**config.mk**
```make
export PLATFORM = sky130hd
export DESIGN_NAME = hazard_ctrl
export DESIGN_NICKNAME = d
export VERILOG_FILES = /design/src/rtl/hazard_ctrl.sv
export SDC_FILE = /design/constraint.sdc
export NUM_CORES = 1
export LEC_CHECK = 0
export CORE_MARGIN = 5
export CORE_UTILIZATION = 35
export CTS_BUF_LIST = sky130_fd_sc_hd__clkbuf_16
export CTS_CLUSTER_DIAMETER = 100
export DETAILED_ROUTE_END_ITERATION = 6
export PLACE_DENSITY_LB_ADDON = 0.25
export SLEW_MARGIN = 20
export SYNTH_ARGS = -nofsm -noshare
export SYNTH_HDL_FRONTEND = slang
export SYNTH_SLANG_ARGS = --single-unit
```
**constraint.sdc**
```tcl
create_clock -name clk -period 5.4 [get_ports clk]
set_input_delay 1.08 -clock clk [delete_from_list [all_inputs] [get_ports clk]]
set_output_delay 1.08 -clock clk [all_outputs]
set_load 0.01 [all_outputs]
```
**src/rtl/hazard_ctrl.sv**
```systemverilog
// hazard_ctrl: pipeline sequencer for load-use bubbles, mul/div stalls and branch flushes.
// Stall/bubble/flush controls are combinational so they act in the cycle the condition is seen.
module hazard_ctrl #(
    parameter int FLUSH_CYCLES = 2,
    parameter int MD_TIMEOUT   = 64,
    parameter int CNT_W        = 32
) (
    input  logic             clk,
    input  logic             rst,
    input  logic [4:0]       if_id__rs1_addr,
    input  logic [4:0]       if_id__rs2_addr,
    input  logic [4:0]       id_ex__rd_addr,
    input  logic             id_ex__mem_read,
    input  logic             id_ex__muldiv,
    input  logic             muldiv_done,
    input  logic             ex_mb__branch_taken,
    output logic             pc_stall,
    output logic             if_id__stall,
    output logic             id_ex__stall,
    output logic             id_ex__bubble,
    output logic             pipe_flush,
    output logic             muldiv_start,
    output logic             muldiv_kill,
    output logic             md_timeout,
    output logic [CNT_W-1:0] stall_cycles
);
    localparam int MW = $clog2(MD_TIMEOUT);
    localparam int FW = $clog2(FLUSH_CYCLES + 1);
    localparam logic [MW-1:0] MD_LAST = MW'(MD_TIMEOUT - 1);
    localparam logic [FW-1:0] FL_INIT = FW'(FLUSH_CYCLES - 1);
    typedef enum logic [1:0] {RUN, MD_WAIT, FLUSH} state_t;
    state_t state;
    logic [MW-1:0] md_cnt;
    logic [FW-1:0] flush_cnt;
    logic in_run, in_wait, in_flush, redirect, lu_hit, lu_stall, md_hold, timeout_hit;
    always_comb begin
        in_run        = state == RUN;
        in_wait       = state == MD_WAIT;
        in_flush      = state == FLUSH;
        redirect      = ex_mb__branch_taken && !in_flush;
        lu_hit        = id_ex__mem_read && id_ex__rd_addr != 5'd0 &&
                        (id_ex__rd_addr == if_id__rs1_addr || id_ex__rd_addr == if_id__rs2_addr);
        muldiv_start  = in_run && !redirect && id_ex__muldiv;
        lu_stall      = in_run && !redirect && !id_ex__muldiv && lu_hit;
        md_hold       = muldiv_start || (in_wait && !redirect && !muldiv_done);
        timeout_hit   = in_wait && !redirect && !muldiv_done && md_cnt == MD_LAST;
        pc_stall      = md_hold || lu_stall;
        if_id__stall  = md_hold || lu_stall;
        id_ex__stall  = md_hold;
        id_ex__bubble = lu_stall;
        pipe_flush    = redirect || in_flush;
        muldiv_kill   = (in_wait && redirect) || timeout_hit;
    end
    always_ff @(posedge clk) begin
        if (rst) begin
            state        <= RUN;
            flush_cnt    <= '0;
            md_cnt       <= '0;
            md_timeout   <= 1'b0;
            stall_cycles <= '0;
        end else begin
            if (pc_stall && !(&stall_cycles)) stall_cycles <= stall_cycles + CNT_W'(1);
            if (timeout_hit) md_timeout <= 1'b1;
            if (redirect) begin
                flush_cnt <= FL_INIT;
                state     <= FLUSH_CYCLES > 1 ? FLUSH : RUN;
            end else if (muldiv_start) begin
                md_cnt <= '0;
                state  <= MD_WAIT;
            end else if (in_wait) begin
                md_cnt <= md_cnt + MW'(1);
                if (muldiv_done || timeout_hit) state <= RUN;
            end else if (in_flush) begin
                flush_cnt <= flush_cnt - FW'(1);
                if (flush_cnt == FW'(1)) state <= RUN;
            end
        end
    end
endmodule

```
==> results of run 1 <==
state kept, by name, summed over array words and instances (netlist names):
| name | flops |
|---|---|
| flush_cnt | 2 |
| state | 2 |
| md_timeout | 1 |
| md_cnt | 6 |
| stall_cycles | 32 |
metal layers:
metal | vias to the layer above | part of all wire (%) | routed length, um
met5 | - | 0 | 0
met4 | 0 | 1.4 | 88
met3 | 10 | 4.1 | 251
met2 | 52 | 47 | 2869
met1 | 1109 | 47 | 2885
li1 | 1186 | - | -
cell type report:
class                   count  area, um2  share of cell area, %
multi-input cells         226       1485                  45.95
flip-flops and latches     43      860.8                  26.64
repair buffers             62      610.6                  18.89
clock buffers               5      125.1                  3.871
well taps                  96      120.1                  3.717
inverters                   5      18.77                 0.5807
clock inverters             3      11.26                 0.3484
stage by stage:
stage | utilization [%] | instance area (um2)
global placement | 45.31 | 3095
global route | 47.31 | 3232
CTS | 47.31 | 3232
detailed placement | 45.31 | 3095
finish | 47.31 | 3232
floorplan | - | 2476
cells in the final DEF, fill, tap and decap left out, types with 4 or more instances in the layout:
| master | instances |
|---|---|
| sky130_fd_sc_hd__a21oi_1 | 23 |
| sky130_fd_sc_hd__and3_1 | 4 |
| sky130_fd_sc_hd__and4_1 | 4 |
| sky130_fd_sc_hd__clkbuf_16 | 5 |
| sky130_fd_sc_hd__clkdlybuf4s50_1 | 59 |
| sky130_fd_sc_hd__dfxtp_1 | 43 |
| sky130_fd_sc_hd__inv_1 | 6 |
| sky130_fd_sc_hd__mux2_1 | 11 |
| sky130_fd_sc_hd__nand2_1 | 16 |
| sky130_fd_sc_hd__nand3_1 | 11 |
| sky130_fd_sc_hd__nand4_1 | 11 |
| sky130_fd_sc_hd__nor2_1 | 29 |
| sky130_fd_sc_hd__nor2b_1 | 12 |
| sky130_fd_sc_hd__nor3_1 | 9 |
| sky130_fd_sc_hd__nor4_1 | 7 |
| sky130_fd_sc_hd__o21ai_0 | 5 |
| sky130_fd_sc_hd__o31ai_1 | 16 |
| sky130_fd_sc_hd__or3_1 | 4 |
| sky130_fd_sc_hd__or4_1 | 18 |
| sky130_fd_sc_hd__xor2_1 | 13 |
cell families after synthesis:
logic type,after synthesis,synth area share [%]
buffers and inverters,22,5.255
multiplexers,13,6.013
flip-flops,43,34.77
AND/OR/NAND/NOR,145,34.56
AO/OA/AOI/OAI,52,13.29
XOR/XNOR,13,4.598
adder cells (fa/ha/maj),3,1.516
power breakdown:
| part | leakage [nW] | internal (mW) | switching, mW |
|---|---|---|---|
| sequential | 0.347 | 0.321 | 0.00461 |
| combinational | 0.655 | 0.0328 | 0.0358 |
| clock | 0.0701 | 0.166 | 0.120 |
worst reg2reg max path: cells and delay by family, from the launching register on:
kind | cells | cell delay, ps
mux | 1 | 330
buf+inv | 1 | 420
simple gates | 4 | 1060
flops | 1 | 410
fa+ha+maj | 1 | 230
worst min path at each step:
| stage | to | cells past startpoint | startpoint |
|---|---|---|---|
| 4_1_cts | md_timeout | 2 | md_timeout |
| 5_1_grt | flush_cnt[0] | 1 | flush_cnt[0] |
| 3_5_place_dp | md_timeout | 2 | md_timeout |
| 6_report | md_timeout | 2 | md_timeout |
| 3_3_place_gp | md_timeout | 2 | md_timeout |
| 2_1_floorplan | flush_cnt[0] | 1 | flush_cnt[0] |
==> results.md, run 1 <==
Run status:
- The flow ran to the end, and the final reports show no timing, DRC or antenna violations.

Critical path:
- The worst setup path is captured at a primary output.
- The maximum single-stage delay on the critical path is 570 ps.
- The critical path's top delay family is buffers and inverters.
- The required time of the critical path is 4320 ps.
- The number of buffers and inverters on the critical path is 3.
- In this run the critical register-to-register path is launched from stall_cycles[1].
- The critical path launch point is id_ex__rd_addr[1].
- The slack of the worst reg-to-reg path is 2840 ps.
- The timing endpoint of the critical path is if_id__stall.
- The worst setup path is launched from an input pin.
- The category of the most critical setup path is input pin to primary output.
- The capturing point of the worst reg2reg path is stall_cycles[10].
- Data arrives at the worst endpoint at 3540 ps.
- The biggest fanout along the worst timing path is 51.
- The critical-path cell with the highest stage delay is sky130_fd_sc_hd__or4_1.
- The critical path runs through a total of 6 cells.
- Traced cell by cell, the critical path runs through clkdlybuf4s50_1, or4_1, o2111ai_1, o21a_4, inv_1, clkdlybuf4s50_1.
- The cell depth of the worst flop-to-flop path is 7.
- The most common cell type on the critical path is sky130_fd_sc_hd__clkdlybuf4s50_1.

Final layout:
- Relative to the synthesized area, the layout overhead comes to 30.52%.
- 0 antenna diodes ended up in the layout.
- The fill cell total of the finished layout is 695.
- The share of post-route cells with drive strength above 1 is 6.105%.
- The final net count is 367.
- The count of non-filler cells in the finished layout is 440.

Timing:
- The final critical path takes up 85.61% of the cycle.
- Between clock sinks in the finished design, the worst skew comes to 3.134 ps.
- The final number of max-transition violations came to 0.
- Setup slack on the critical path of the routed design comes to 777.3 ps.
- Final hold analysis gives a worst-case slack of 472.3 ps.
- After layout, the minimum clock period comes to 4623 ps.
- Setup repair after global routing left no endpoint under its margin.
- The number of hold violations in the final report came to 0.
- Setup violations remaining at the end of the flow were counted as 0.
- The fmax is 216.3 MHz.
- Summed over all failing endpoints, the final setup total negative slack is 0 ps.
- The worst pin sits at a relative slew slack of 54.06%.
- For the pin with the worst max-slew slack, the measured transition is 686.5 ps.

Placement:
- The number of buffer cells added on primary ports is 60.
- At the end of routability-driven placement, the weighted congestion stood at 0.7499.
- The detailed-placement wirelength estimate is 4.362 mm.
- Before CTS, the worst setup slack after placement is 764.5 ps.
- The instance count after placement with tap cells included is 432.

Floorplanning:
- The initial utilization of the core area, before any placement, comes to 36.25%.
- The die outline area is 0.008857 mm2.
- The die is 94.11 um wide.
- The die extent in y is 94.11 um.
- The core region is 0.006832 mm2.
- Row generation in the floorplan step produced 30 rows.
- In this run the count of I/O pins placed on the die edge is 61.

GRT:
- For met2 alone, demand over resource in global routing was 24.07%.
- The met1 demand-to-capacity share in global routing is 17.05%.
- The via count of the first global-routing pass was 2230.
- The maximum number of pins on one net before global-route repair is 54.
- The most crowded layer after global routing is met2.
- For this run, the total global-route usage over all layers was measured as 14.01%.
- The global route total overflow is 0.
- The global-route wire length before repair is 10.14 mm.
- The number of antenna violations at the first check in global routing came to 0.
- The met3 usage in global routing is 3.846%.

Synth:
- The synthesized cell area is 0.002476 mm2.
- The flip-flop and latch count after synthesis is 43.
- The dominant cell type by area after synthesis is sky130_fd_sc_hd__dfxtp_1.
- The most common cell in the synthesized netlist is sky130_fd_sc_hd__dfxtp_1.
- The post-synthesis cell count is 291.
- The proportion of synthesized flip-flops having asynchronous set or reset is 0%.
- The number of enable flip-flop cells after synthesis is 0.
- In this run the biggest area consumer among cell types represents 34.77% of the synthesized area.
- The mean cell area of the mapped netlist is 8.509 um2.
- By area the synthesized netlist is led by sky130_fd_sc_hd__dfxtp_1 (35%), sky130_fd_sc_hd__or4_1 (5.5%), sky130_fd_sc_hd__mux2_1 (5.0%).
- Synthesis instantiated 46 different standard cells from the library.
- The Yosys step of the flow raised 0 warnings.
- In the synthesized netlist, the cells that appear most often are sky130_fd_sc_hd__dfxtp_1 (43), sky130_fd_sc_hd__nor2_1 (29), sky130_fd_sc_hd__a21oi_1 (23).
- In the synthesized netlist the dominant register cell turns out to be sky130_fd_sc_hd__dfxtp_1.
- The total nets after synthesis is 315.
- The sequential area share after synthesis is 34.77%.

Routing:
- The via-per-instance ratio is 5.357.
- The detail route stage leaves a number of antenna-violating nets equal to 0.
- The first detailed-routing pass ran for 4 iterations.
- In the routed design, unresolved DRC markers number 0.
- Dividing the detail-routed wire length by the instance count gives 13.85 um.
- The DRC violation total after the first TritonRoute iteration is 76.
- For this block, the via count after detailed routing is 2357.
- The post-detailed-routing wire length is 6.095 mm.

Clock tree:
- The post-CTS resize count is 0.
- In this run, post-CTS hold repair placed 0 buffers.
- The CTS buffer count is 5.
- The post-CTS setup buffer count is 0.
- The insertion delay of the later-clocked pin in the worst-skew pair is 280 ps.
- TritonCTS built the clock tree.
- The master cell of the clock root buffer is sky130_fd_sc_hd__clkbuf_16.
- The clock-pin slew reported for the worst setup and hold paths after clock tree synthesis is 60 ps.
- The TritonCTS sink count is 43.
- No sink is reached through more buffers than the 2 on the longest clock path.
- The number of H-tree levels is 2.

Min path:
- In this run the worst hold path is classified as flip-flop to flip-flop.

Power and ir drop:
- In this run the static leakage power is 1.072 nW.
- The maximum vdd ir drop is 0.1414 mV.
- The power density over the cells is 210.7 mW/mm2.
- Total power for the finished layout comes to 680.9 uW.

Flow run:
- The number of violations of the max-capacitance limit is 0.
Note: power is estimated with default switching activity, not from simulation.
==> inputs of run 2 (changes only) <==
Settings changed: CTS_BUF_LIST sky130_fd_sc_hd__clkbuf_16 to default.
==> run 2 against run 1 <==
Compared with the run above: total power is 8.7% lower; sequential cell count stayed put; critical path type unchanged; first-iteration DRC count is 7.9% higher; largest cell class unchanged; combinational power hardly changed; highest routed layer unchanged; largest power group unchanged; via count is 0.81% higher.
==> results.md, run 2 (same netlist as run 1, synthesis figures left out) <==
Critical path:
- The endpoint kind of the worst setup timing path is a primary output.
- The biggest fanout along the worst timing path is 51 (unchanged).
- The element type at the critical path start is an input pin.
- The category of the most critical setup path is input pin to primary output.
- The required time of the critical path was 4320 ps (about the same).
- The critical path arrival is 3540 ps (about the same).

Power and ir drop:
- The power consumption is 621.4 uW (-8.7%).
- The maximum vdd ir drop is 0.1337 mV (-5.5%).
- The power density over the cells is 194.5 mW/mm2 (-7.7%).
- The standby leakage power is 1.054 nW (-1.7%).

Floorplanning:
- The number of standard-cell rows in the floorplan is 30 (unchanged).
- The placeable core region was 0.006832 mm2 (unchanged).
- The die extent in y is 94.11 um (unchanged).
- The effective utilization at floorplan came to 36.25% (unchanged).
- The die outline area came to 0.008857 mm2 (unchanged).
- The number of placed I/O pins is 61 (unchanged).
- The die span in x is 94.11 um (unchanged).

Clock tree:
- The TritonCTS sink count is 43 (unchanged).
- TritonCTS built the clock tree.
- The insertion delay of the later-clocked pin in the worst-skew pair was 300 ps (+20 ps).
- The post-CTS resize count is 0 (unchanged).
- The clock-pin slew reported for the worst setup and hold paths after clock tree synthesis is 80 ps (+20 ps).
- The CTS buffer count is 5 (unchanged).
- The post-cts hold buffer count was 0 (unchanged).
- The maximum buffer depth of the clock tree was 2 (unchanged).
- The post-CTS setup buffer count is 0 (unchanged).
- The number of H-tree levels was 2 (unchanged).
- The master cell of the clock root buffer is sky130_fd_sc_hd__clkbuf_8.

Placement:
- The number of buffer cells added on primary ports is 60 (unchanged).
- The final weighted congestion of routability-driven global placement was 0.7499 (unchanged).
- The detailed-placement wirelength estimate is 4.362 mm (unchanged).

Timing:
- The portion of the clock cycle consumed by the worst path in the final layout is 85.64% (about the same).
- The final number of max-transition violations is 0 (unchanged).
- The number of setup violations in the final report came to 0 (unchanged).
- The number of hold violations in the final report was 0 (unchanged).
- The actual slew at the worst max-slew pin came to 681.9 ps (-4.658 ps).
- Setup repair after global routing left no endpoint under its margin.
- The minimum clock period after layout was 4625 ps (+2.130 ps).
- The relative slew slack was 54.37% (+0.31 points).
- The fmax is 216.2 MHz (about the same).
- The final setup skew is 4.204 ps (+1.070 ps).
- The aggregate negative setup slack was 0 ps (unchanged).

Final layout:
- The register area is 860.8 um2 (unchanged).
- The fill cell total of the finished layout is 698 (+0.43%).
- The number of antenna repair diodes came to 0 (unchanged).
- The largest registers in the layout are stall_cycles: 32 flops, md_cnt: 6 flops.
- The area used by multi-input combinational logic came to 0.001485 mm2 (unchanged).
- The number of flip-flops in the largest register is 32 (unchanged).
- Ranked by flip-flop count, first place goes to stall_cycles.
- The final net count is 367 (unchanged).
- The library cell used most frequently in the layout, excluding fill and tap cells, is sky130_fd_sc_hd__clkdlybuf4s50_1.
- The share of post-route cells with drive strength above 1 is 6.686% (+0.58 points).
- Leaving out fill and tap cells, the most frequent cells in the layout are sky130_fd_sc_hd__clkdlybuf4s50_1 (59), sky130_fd_sc_hd__dfxtp_1 (43), sky130_fd_sc_hd__nor2_1 (29), sky130_fd_sc_hd__a21oi_1 (23), sky130_fd_sc_hd__or4_1 (18).
- Relative to the synthesized area, the layout overhead comes to 29.05%.

Routing:
- The number of detailed-route iterations in the first pass is 4 (unchanged).
- The remaining antenna violation count is 0 (unchanged).
- The final routed DRC violation total came to 0 (unchanged).
- The post-detailed-routing wire length is 6.077 mm (-0.30%).
- The DRC violation total after the first TritonRoute iteration was 82 (+7.9%).
- The via-per-instance ratio came to 5.400 (+0.81%).
- The total via count in the routed design is 2376 (+0.81%).
- The average detailed-routed wire length per instance is 13.81 um (-0.30%).

GRT:
- The total routing resource utilization after global routing came to 13.89% (-0.11 points).
- The maximum number of pins on one net before global-route repair is 54 (unchanged).
- The global-route wire length before repair is 10.05 mm (-0.96%).
- The number of antenna violations at the first check in global routing is 0 (unchanged).
- The via count of the first global-routing pass is 2205 (-1.1%).
- The global route total overflow is 0 (unchanged).

Flow run:
- The number of violations of the max-capacitance limit is 0 (unchanged).

Min path:
- The worst hold path belongs to the class flip-flop to flip-flop.

Run status:
- The flow ran to the end, and the final reports show no timing, DRC or antenna violations.
## run 2: worst paths after layout
| kind | cells after the start | endpoint | slack (ps) | start |
|---|---|---|---|---|
| worst max-delay path | 6 | if_id__stall | 780 | id_ex__rd_addr[1] |
| worst min-delay path | 2 | md_timeout | 480 | md_timeout |
| worst max register to register | 7 | stall_cycles[10] | 2840 | stall_cycles[0] |
| worst min register to register | 2 | md_timeout | 480 | md_timeout |
## run 2: area by class of cell
cell class	count	area share [%]
Sequential cell	43	26.94
Multi-Input combinational cell	226	46.48
Inverter	5	0.5873
Tap cell	96	3.759
Clock buffer	8	3.132
Timing Repair Buffer	62	19.11
## run 2: report_power, final
group	internal, mW	switching [mW]
Clock	0.117	0.111
Sequential	0.321	0.00465
Combinational	0.0328	0.0360
## run 2: layer usage
metal  global-route usage [%]  up-vias  part of all wire (%)
li1                         -     1190                     -
met1                    17.21     1131                    47
met2                    23.83       50                    47
met3                    3.285        5                   4.3
met4                    3.971        0                  0.91
met5                        0        -                     0
## run 2: through the flow
step | utilization [%] | hold WS [ps] | instances | worst slack [ps] | cell area, um2
floorplan | - | 443.6 | 291 | 2069 | 2476
global placement | 45.31 | 450.5 | 432 | 857.1 | 3095
detailed placement | 45.31 | 458.2 | 432 | 764.5 | 3095
CTS | 46.78 | 479.5 | 440 | 762.6 | 3196
global route | 46.78 | 504.4 | 440 | 647.3 | 3196
finish | 46.78 | 477.4 | 440 | 775.2 | 3196
## run 2: critical path, cell delays in order
cell                              delay, ps
sky130_fd_sc_hd__clkdlybuf4s50_1        460
sky130_fd_sc_hd__or4_1                  570
sky130_fd_sc_hd__o2111ai_1              290
sky130_fd_sc_hd__o21a_4                 490
sky130_fd_sc_hd__inv_1                  140
sky130_fd_sc_hd__clkdlybuf4s50_1        510
==> inputs of run 3 (changes only) <==
Settings changed: CELL_PAD_IN_SITES_DETAIL_PLACEMENT from default to 1, CELL_PAD_IN_SITES_GLOBAL_PLACEMENT from default to 1.
==> run 3 against run 2 <==
Compared with the run above: critical path depth unchanged; non-clock buffer count unchanged; clock skew increased by 8.0 ps; via count increased by 1.3%; total power up 4.3%.
==> results.md, run 3 (same netlist as run 1, synthesis figures left out) <==
Critical path:
- The worst reg2reg path startpoint is stall_cycles[1].
- The capturing point of the worst reg2reg path is stall_cycles[31].
- The endpoint kind of the worst setup timing path is a primary output.
- The required time of the critical path came to 4320 ps (about the same).
- The element type at the critical path start is an input pin.
- The critical path arrival is 3090 ps (-450 ps).
- The slack of the worst reg-to-reg path is 2510 ps (-330 ps).
- The cell depth of the worst flop-to-flop path is 7 (unchanged).
- Counting stages on the worst path, the most repeated cell is sky130_fd_sc_hd__clkdlybuf4s50_1.
- The critical path is of the input pin to primary output type.
- The biggest fanout along the worst timing path is 3 (-94%).
- Among all stages on the critical path, the largest delay is contributed by sky130_fd_sc_hd__or4_1.
- Traced cell by cell, the critical path runs through clkdlybuf4s50_1, or4_1, o2111ai_1, o21a_4, inv_1, clkdlybuf4s50_1.
- The maximum single-stage delay on the critical path is 570 ps (about the same).

GRT:
- The maximum number of pins on one net before global-route repair is 54 (unchanged).
- The number of antenna violations at the first check in global routing came to 0 (unchanged).
- The via count of the first global-routing pass was 2411 (+9.3%).
- The global-route wire length before repair was 11.65 mm (+16%).
- The total routing resource utilization after global routing is 16.33% (+2.4 points).
- The global route total overflow is 0 (unchanged).

Clock tree:
- The tree is rooted in a sky130_fd_sc_hd__clkbuf_8.
- The post-CTS resize count is 0 (unchanged).
- The post-cts hold buffer count is 0 (unchanged).
- The number of H-tree levels is 2 (unchanged).
- The insertion delay of the later-clocked pin in the worst-skew pair is 300 ps (about the same).
- The CTS buffer count is 5 (unchanged).
- The clock-pin slew reported for the worst setup and hold paths after clock tree synthesis is 90 ps (about the same).
- The TritonCTS sink count is 43 (unchanged).
- The maximum buffer depth of the clock tree is 2 (unchanged).
- TritonCTS built the clock tree.
- The post-CTS setup buffer count is 0 (unchanged).

Timing:
- The worst setup slack after layout is 1229 ps (+454.2 ps).
- Setup repair after global routing left no endpoint under its margin.
- The number of hold violations in the final report came to 0 (unchanged).
- The fmax came to 239.8 MHz (+11%).
- The final number of max-transition violations is 0 (unchanged).
- The relative slew slack came to 33.94% (-20 points).
- The aggregate negative setup slack is 0 ps (unchanged).
- The actual slew at the worst max-slew pin is 983.6 ps (+301.7 ps).
- The final setup skew is 12.19 ps (+7.989 ps).
- The minimum clock period after layout came to 4171 ps (-454.2 ps).
- The portion of the clock cycle consumed by the worst path in the final layout came to 77.23% (-8.4 points).
- The number of setup violations in the final report is 0 (unchanged).

Final layout:
- The area used by multi-input combinational logic was 0.001485 mm2 (unchanged).
- The register area is 860.8 um2 (unchanged).
- Leaving out fill and tap cells, the most frequent cells in the layout are sky130_fd_sc_hd__clkdlybuf4s50_1 (59), sky130_fd_sc_hd__dfxtp_1 (43), sky130_fd_sc_hd__nor2_1 (29), sky130_fd_sc_hd__a21oi_1 (23), sky130_fd_sc_hd__or4_1 (18).
- The number of flip-flops in the largest register is 32 (unchanged).
- The area growth from synthesis to final layout is 29.31%.
- The utilization after layout is 46.87% (+0.091 points).
- The fill cell total of the finished layout was 834 (+19%).
- The share of post-route cells with drive strength above 1 came to 6.706% (+0.019 points).
- The largest registers in the layout are stall_cycles: 32 flops, md_cnt: 6 flops.
- The final net count is 367 (unchanged).
- More flip-flops sit in one register than any other, and that register is stall_cycles.
- The number of antenna repair diodes came to 0 (unchanged).
- The library cell used most frequently in the layout, excluding fill and tap cells, is sky130_fd_sc_hd__clkdlybuf4s50_1.

Routing:
- The post-detailed-routing wire length is 7.055 mm (+16%).
- The final routed DRC violation total is 0 (unchanged).
- The total via count in the routed design is 2408 (+1.3%).
- The via-per-instance ratio is 5.485 (+1.6%).
- The DRC violation total after the first TritonRoute iteration is 92 (+12%).
- The average detailed-routed wire length per instance is 16.07 um (+16%).
- The remaining antenna violation count came to 0 (unchanged).
- The number of detailed-route iterations in the first pass was 4 (unchanged).

Flow run:
- The number of violations of the max-capacitance limit came to 0 (unchanged).

Min path:
- The path with the worst hold slack has its endpoint at flush_cnt[0].
- In this run the worst hold path is classified as flip-flop to flip-flop.
- The hold path startpoint is flush_cnt[0].
- The number of cells on the worst hold path is 1 (-1).

Run status:
- The run finished with clean final reports.

Floorplanning:
- The die outline area is 0.008857 mm2 (unchanged).
- The placeable core region is 0.006832 mm2 (unchanged).
- The die span in x came to 94.11 um (unchanged).
- The number of placed I/O pins came to 61 (unchanged).
- The number of standard-cell rows in the floorplan is 30 (unchanged).
- The effective utilization at floorplan is 36.25% (unchanged).
- The die extent in y is 94.11 um (unchanged).

Placement:
- The pre-CTS setup slack was 1221 ps (+456.9 ps).
- The final weighted congestion of routability-driven global placement came to 0.7264 (-3.1%).
- The number of buffer cells added on primary ports came to 60 (unchanged).
- The detailed-placement wirelength estimate is 5.089 mm (+17%).

Power and ir drop:
- The standby leakage power is 1.052 nW (-0.16%).
- The maximum vdd ir drop is 0.09070 mV (-32%).
- The power density over the cells is 202.5 mW/mm2 (+4.1%).
[run 3: cell count changes in the layout (fill, tap and decap cells not counted)]
cell and change:
sky130_fd_sc_hd__clkbuf_1 -1, sky130_fd_sc_hd__clkbuf_8 -2, sky130_fd_sc_hd__bufinv_16 +1, sky130_fd_sc_hd__clkinvlp_4 +1
[run 3: how the worst max path moves through the flow]
stage,startpoint,end,slack (ps),depth (start not counted)
after floorplan,id_ex__rd_addr[1],pc_stall,2070,5
after global placement,id_ex__rd_addr[1],if_id__stall,1270,6
after detailed placement,id_ex__rd_addr[2],if_id__stall,1220,6
after CTS,id_ex__rd_addr[2],if_id__stall,1220,6
after global routing,id_ex__rd_addr[1],if_id__stall,1160,6
final,id_ex__rd_addr[1],if_id__stall,1230,6
[run 3: report_power, final]
group | switching, mW | internal (mW) | total (mW)
Sequential | 0.00496 | 0.321 | 0.326
Clock | 0.116 | 0.135 | 0.252
Combinational | 0.0380 | 0.0332 | 0.0712
[run 3: critical path, delay by kind of cell]
kind / cells / cell delay, ps
AND/OR/NAND/NOR: 1 / 570
buffers and inverters: 3 / 990
AO/OA/AOI/OAI: 2 / 440
[run 3: area by class of cell]
type                    instances  area share, %
clock inverters                 2          1.172
inverters                       5         0.5862
flip-flops and latches         43          26.89
repair buffers                 62          19.07
clock buffers                   5          2.149
multi-input cells             226          46.39
well taps                      96          3.751
[run 3: routing by layer]
metal | track usage, % | part of all wire (%)
met3 | 3.125 | 3.3
met1 | 20.36 | 46
met2 | 29.04 | 50
met4 | 3.369 | 0.81
met5 | 0 | 0
[run 3: through the flow]
| stage | total power, mW | std cells | hold slack (ps) | instance area, um2 |
|---|---|---|---|---|
| after detailed placement | 0.4046 | 432 | 479.0 | 3095 |
| final | 0.6484 | 439 | 497.9 | 3202 |
| after global placement | 0.4020 | 432 | 468.1 | 3095 |
| after CTS | 0.6573 | 439 | 503.3 | 3202 |
| after global routing | 0.6759 | 439 | 518.2 | 3202 |
| after floorplan | 0.3743 | 291 | 443.6 | 2476 |
